===== src/rtl/cache_ctrl_pkg.sv =====
// Shared types and default widths for the cache request controller.
package cache_ctrl_pkg;

  localparam int unsigned ADDR_W = 32;
  localparam int unsigned DATA_W = 32;
  localparam int unsigned CNT_W  = 16;

  typedef enum logic [2:0] {
    StIdle,
    StLookup,
    StCheck,
    StWrCache,
    StMemReq,
    StMemWait,
    StFill,
    StResp
  } state_e;

endpackage


===== src/rtl/sat_counter.sv =====
// Saturating up-counter with synchronous clear.
module sat_counter #(
  parameter int unsigned WIDTH = 16
) (
  input  logic             clk,
  input  logic             reset,
  input  logic             clr,
  input  logic             inc,
  output logic [WIDTH-1:0] count
);

  // Count up on inc, holding at all-ones.
  always_ff @(posedge clk or posedge reset) begin
    if (reset) begin
      count <= '0;
    end else if (clr) begin
      count <= '0;
    end else if (inc && (count != '1)) begin
      count <= count + 1'b1;
    end
  end

endmodule


===== src/rtl/cache_req_ctrl.sv =====
// Sequences CPU requests through the cache and a backing memory (write-through,
// read-allocate), with a memory timeout and hit/miss statistics.
module cache_req_ctrl
  import cache_ctrl_pkg::*;
#(
  parameter int unsigned ADDR_W         = cache_ctrl_pkg::ADDR_W,
  parameter int unsigned DATA_W         = cache_ctrl_pkg::DATA_W,
  parameter int unsigned TIMEOUT_CYCLES = 256,
  parameter int unsigned CNT_W          = cache_ctrl_pkg::CNT_W
) (
  input  logic              clk,
  input  logic              reset,
  input  logic              cpu_req_valid,
  output logic              cpu_req_ready,
  input  logic              cpu_req_we,
  input  logic [ADDR_W-1:0] cpu_req_addr,
  input  logic [DATA_W-1:0] cpu_req_wdata,
  output logic              cpu_rsp_valid,
  output logic [DATA_W-1:0] cpu_rsp_data,
  output logic              cpu_rsp_err,
  output logic [ADDR_W-1:0] cache_addr,
  output logic [DATA_W-1:0] cache_data_in,
  output logic              cache_we,
  output logic              cache_re,
  input  logic [DATA_W-1:0] cache_data_out,
  input  logic              cache_hit,
  output logic              mem_req_valid,
  input  logic              mem_req_ready,
  output logic              mem_req_we,
  output logic [ADDR_W-1:0] mem_req_addr,
  output logic [DATA_W-1:0] mem_req_wdata,
  input  logic              mem_rsp_valid,
  input  logic [DATA_W-1:0] mem_rsp_data,
  output logic              busy,
  output logic [CNT_W-1:0]  hit_cnt,
  output logic [CNT_W-1:0]  miss_cnt
);

  // Wide enough to hold TIMEOUT_CYCLES: a read accepted right at the limit
  // takes one more step in MEM_WAIT before the expiry check catches it.
  localparam int unsigned     TMO_W     = $clog2(TIMEOUT_CYCLES + 1);
  localparam logic [TMO_W-1:0] TMO_LIMIT = TMO_W'(TIMEOUT_CYCLES - 1);

  state_e            state_q, state_d;
  logic [ADDR_W-1:0] addr_q;
  logic              we_q;
  logic [DATA_W-1:0] wdata_q;
  logic [DATA_W-1:0] rsp_data_q, rsp_data_d;
  logic              err_q, err_d;
  logic [DATA_W-1:0] mem_data_q, mem_data_d;
  logic [TMO_W-1:0]  tmo_q, tmo_d;
  logic              accept;
  logic              tmo_expired;
  logic              hit_inc, miss_inc;

  assign accept      = cpu_req_valid && cpu_req_ready;
  assign tmo_expired = (tmo_q >= TMO_LIMIT);

  // State, timeout counter and response registers.
  always_ff @(posedge clk or posedge reset) begin
    if (reset) begin
      state_q    <= StIdle;
      rsp_data_q <= '0;
      err_q      <= 1'b0;
      mem_data_q <= '0;
      tmo_q      <= '0;
    end else begin
      state_q    <= state_d;
      rsp_data_q <= rsp_data_d;
      err_q      <= err_d;
      mem_data_q <= mem_data_d;
      tmo_q      <= tmo_d;
    end
  end

  // Request capture on the CPU handshake.
  always_ff @(posedge clk or posedge reset) begin
    if (reset) begin
      addr_q  <= '0;
      we_q    <= 1'b0;
      wdata_q <= '0;
    end else if (accept) begin
      addr_q  <= cpu_req_addr;
      we_q    <= cpu_req_we;
      wdata_q <= cpu_req_wdata;
    end
  end

  // Next-state logic and strobe outputs.
  always_comb begin
    state_d       = state_q;
    rsp_data_d    = rsp_data_q;
    err_d         = err_q;
    mem_data_d    = mem_data_q;
    tmo_d         = tmo_q;
    hit_inc       = 1'b0;
    miss_inc      = 1'b0;
    cpu_req_ready = 1'b0;
    cache_re      = 1'b0;
    cache_we      = 1'b0;
    cache_data_in = '0;
    mem_req_valid = 1'b0;
    mem_req_we    = 1'b0;
    mem_req_wdata = '0;

    unique case (state_q)
      StIdle: begin
        cpu_req_ready = 1'b1;
        if (cpu_req_valid) begin
          rsp_data_d = '0;
          err_d      = 1'b0;
          state_d    = cpu_req_we ? StWrCache : StLookup;
        end
      end
      StLookup: begin
        cache_re = 1'b1;
        state_d  = StCheck;
      end
      StCheck: begin
        if (cache_hit) begin
          rsp_data_d = cache_data_out;
          hit_inc    = 1'b1;
          state_d    = StResp;
        end else begin
          miss_inc = 1'b1;
          tmo_d    = '0;
          state_d  = StMemReq;
        end
      end
      StWrCache: begin
        cache_we      = 1'b1;
        cache_data_in = wdata_q;
        tmo_d         = '0;
        state_d       = StMemReq;
      end
      StMemReq: begin
        mem_req_valid = 1'b1;
        mem_req_we    = we_q;
        mem_req_wdata = we_q ? wdata_q : '0;
        tmo_d         = tmo_q + 1'b1;
        // Acceptance takes priority over an expiry in the same cycle.
        if (mem_req_ready) begin
          state_d = we_q ? StResp : StMemWait;
        end else if (tmo_expired) begin
          err_d      = 1'b1;
          rsp_data_d = '0;
          state_d    = StResp;
        end
      end
      StMemWait: begin
        tmo_d = tmo_q + 1'b1;
        if (mem_rsp_valid) begin
          mem_data_d = mem_rsp_data;
          state_d    = StFill;
        end else if (tmo_expired) begin
          err_d      = 1'b1;
          rsp_data_d = '0;
          state_d    = StResp;
        end
      end
      StFill: begin
        cache_we      = 1'b1;
        cache_data_in = mem_data_q;
        rsp_data_d    = mem_data_q;
        state_d       = StResp;
      end
      StResp: begin
        state_d = StIdle;
      end
      default: begin
        state_d = StIdle;
      end
    endcase
  end

  // Response and status outputs; address buses are zero while idle.
  always_comb begin
    busy          = (state_q != StIdle);
    cpu_rsp_valid = (state_q == StResp);
    cpu_rsp_data  = (state_q == StResp) ? rsp_data_q : '0;
    cpu_rsp_err   = (state_q == StResp) && err_q;
    cache_addr    = (state_q != StIdle) ? addr_q : '0;
    mem_req_addr  = (state_q != StIdle) ? addr_q : '0;
  end

  sat_counter #(
    .WIDTH (CNT_W)
  ) u_hit_cnt (
    .clk   (clk),
    .reset (reset),
    .clr   (1'b0),
    .inc   (hit_inc),
    .count (hit_cnt)
  );

  sat_counter #(
    .WIDTH (CNT_W)
  ) u_miss_cnt (
    .clk   (clk),
    .reset (reset),
    .clr   (1'b0),
    .inc   (miss_inc),
    .count (miss_cnt)
  );

endmodule


===== config.mk =====
export PLATFORM = sky130hd
export DESIGN_NAME = cache_req_ctrl
export DESIGN_NICKNAME = d
export VERILOG_FILES = /design/src/rtl/cache_ctrl_pkg.sv /design/src/rtl/sat_counter.sv /design/src/rtl/cache_req_ctrl.sv
export SDC_FILE = /design/constraint.sdc
export NUM_CORES = 1
export LEC_CHECK = 0
export ABC_AREA = 0
export CAP_MARGIN = 15
export CORE_UTILIZATION = 45
export DETAILED_ROUTE_END_ITERATION = 7
export GPL_TIMING_DRIVEN = 0
export PLACE_DENSITY = 0.84
export SYNTH_ARGS = -nofsm -noshare
export SYNTH_HDL_FRONTEND = slang
export SYNTH_SLANG_ARGS = --single-unit

===== constraint.sdc =====
create_clock -name clk -period 13.33 [get_ports clk]
set_input_delay 1.333 -clock clk [delete_from_list [all_inputs] [get_ports clk]]
set_output_delay 1.333 -clock clk [all_outputs]
set_load 0.05 [all_outputs]

==> out/metrics.cfg <==
[routing]
post_drt_via_cell_ratio = 5.36
post_drt_wl_per_cell_um = 19.2
drc = 0
wl_um = 26400
routed-via-count = 7348
drtIter0Drc = 292
dr.pass1.iters = 4
antenna_left = 0

[critical_path]
cp_cell_sequence = buf_2, nor3b_1, clkbuf_1, and3_1, clkdlybuf4s50_1
cp_slowest_cell = clkdlybuf4s50_1
max_stage_delay_ns = 0.83
cp-end-kind = primary output
critPathLaunchType = flop
crit_required_ns = 12.00
arrival_ns = 3.46
crit_type = flop to primary output
crit_fanout = 10

[clock_tree]
path_clk_slew_ns = 0.07
clk_latency_ns = 0.44
clkSinkCount = 174
cts_buffers = 17
hold_buffers = 0
cts_setup_buffers = 0
cts_tree = yes
cts_buffer_depth = 2
cts_resized = 0
clk_root_buffer_cell = clkbuf_16
h-tree-depth = 4

[floorplanning]
core-area_um2 = 19000
die_h_um = 142
die_x_um = 142
io_pins = 335
die_area_um2 = 20300
row_count = 50
initial_core_util = 0.467

[place]
routabilityCongestion = 0.873
port_buffers = 334
dpl.hpwl_um = 20000

[grt]
grt_pass1_wl_um = 40600
grt_max_degree = 107
grt_use_total = 0.262
antenna_found_initial = 0
first_global_vias = 7590
grt.overflow.total = 0

[sta]
fin_crit_sh = 0.360
slew-limit-headroom = 0.441
drv_slew = 0
finClkSkew_ns = 0.00889
tns_ns = 0
setup_violations = 0
rsz0062_at_grt = no
period_minus_slack_ns = 4.80
fmax_mhz = 208
max_slew.worst_pin.slew_ns = 0.837
finalHoldViolCount = 0

[finish]
drive_above_1_share = 0.181
diodes = 0
fin_nets = 1241
syn2layout_area_growth_pct = 48.8

[power]
power_mw = 3.40
powerDensity_nw_per_um2 = 257
peakVddDrop_mv = 0.133
leakagePower_nw = 5.79

[yosys]
syn_inst = 745
synth.avg_cell_area_um2 = 11.9
yosysWarningCount = 0
syn_nets = 887
ys_seq_area_frac = 0.491
synth-seq-cells = 174
syn-cell-area_um2 = 8870
ys_types = 54

[status]
status = complete, no violations

[min_path]
hold_path.class = flop to flop

[job]
maxCapViolations = 0

## per-layer routing
layer / routed length [um] / up-vias / global-route usage / part of all wire
met3: 2180 / 44 / 0.0814 / 0.083
met5: 0 / - / 0 / 0
met1: 10200 / 3612 / 0.304 / 0.39
met2: 13200 / 316 / 0.452 / 0.50
met4: 785 / 0 / 0.104 / 0.030
li1: - / 3376 / - / -
## final timing paths
check | start | to | slack [ns] | cells past startpoint
setup / recovery | state_q[1] | mem_req_wdata[30] | 8.53 | 5
hold / removal | rsp_data_q[29] | rsp_data_q[29] | 0.48 | 1
setup reg to reg | tmo_q[3] | rsp_data_q[7] | 10.88 | 7
hold reg to reg | rsp_data_q[29] | rsp_data_q[29] | 0.48 | 1
max in group asynchronous | reset | mem_data_q[20] | 11.08 | 3
min in group asynchronous | reset | addr_q[29] | 1.34 | 2
## where the power goes
part / leakage [nW] / switching [mW] / internal [mW]
Sequential: 2.19 / 0.161 / 0.739
Combinational: 3.29 / 1.18 / 0.785
Clock: 0.306 / 0.232 / 0.303
## stage by stage
step / hold slack [ns] / instances / setup WS, ns / cell area, um^2 / util
finish: 0.477 / 1372 / 8.53 / 13200 / 0.694
CTS: 0.482 / 1372 / 8.57 / 13200 / 0.694
global placement: 0.459 / 1339 / 4.87 / 12500 / 0.659
floorplan: 0.439 / 745 / 7.28 / 8870 / -
global route: 0.495 / 1372 / 8.38 / 13200 / 0.694
detailed placement: 0.467 / 1340 / 9.05 / 12600 / 0.661
## cell type report
cell class	instances	area, um^2
Clock buffer	17	425
Tap cell	260	325
Multi-Input combinational cell	483	3980
Sequential cell	174	4350
Inverter	8	37.5
Timing Repair Buffer	335	3370
Clock inverter	15	200
Buffer	80	510
Fill cell	1446	5820
## kinds of logic (layout without fill, tap and decap cells)
logic type | Yosys count | in the layout | synth area share
AND/OR/NAND/NOR | 208 | 208 | 0.144
flip-flops | 174 | 174 | 0.491
multiplexers | 132 | 132 | 0.168
AO/OA/AOI/OAI | 107 | 107 | 0.0987
buffers and inverters | 88 | 455 | 0.0609
XOR/XNOR | 29 | 29 | 0.0286
adder cells (fa/ha/maj) | 7 | 7 | 0.00987
## flip-flops by register name, summed over array words and instances (netlist names), 3 cells and up
register / count
mem_data_q: 32
rsp_data_q: 32
state_q: 3
u_miss_cnt.count: 16
tmo_q: 9
u_hit_cnt.count: 16
addr_q: 32
wdata_q: 32
## cells in the mapped netlist (all sizes together)
cell type,n,area [um^2]
o21bai,1,7.51
a31oi,1,6.26
clkbuf,20,75.1
a221oi,1,26.3
nor2,15,56.3
inv,8,30.0
o21ai,12,60.1
a22o,64,561
nor4,7,71.3
a22oi,1,7.51
a211oi,5,37.5
nor3b,5,42.5
and3,35,219
buf,60,435
nor3,15,80.1
a21oi,7,35.0
nand4b,1,8.76
nor2b,1,6.26
or3,1,6.26
or4,1,7.51
a21o,1,7.51
ha,7,87.6
nand4bb,1,27.5
o32a,1,10.0
nand2,16,60.1
a311o,1,10.0
nand3,14,70.1
o22ai,1,6.26
o21a,1,7.51
nand2b,6,37.5
nand4,11,68.8
a311oi,2,23.8
and2b,1,7.51
and2,68,425
mux2,132,1490
or4b,1,13.8
a2111oi,1,15.0
dfrtp,174,4350
and4,4,35.0
or2,5,31.3
xnor2,4,35.0
o41ai,2,17.5
xor2,25,219
o31ai,5,37.5
## cells in the final DEF, fill, tap and decap left out, types with 6 or more instances in the layout
cell and count:
buf_6 9, xor2_1 25, mux2_1 34, dfrtp_1 174
nand2_1 16, clkdlybuf4s50_1 334, a22o_1 64, and2_1 68
ha_1 7, nand2b_1 6, nor2_1 15, clkbuf_16 17
clkbuf_1 20, o21ai_0 12, a21oi_1 7, buf_2 12
nor3_1 14, nand3_1 14, nand4_1 11, and3_1 35
mux2_2 98, inv_1 7, buf_4 34
## critical path: cells and delay by family (launching register included)
kind	cells	cell delay [ns]
and+or+nand+nor	2	1.00
DFF	1	0.49
buffers and inverters	3	1.54
Note: power is estimated with default switching activity, not from simulation.
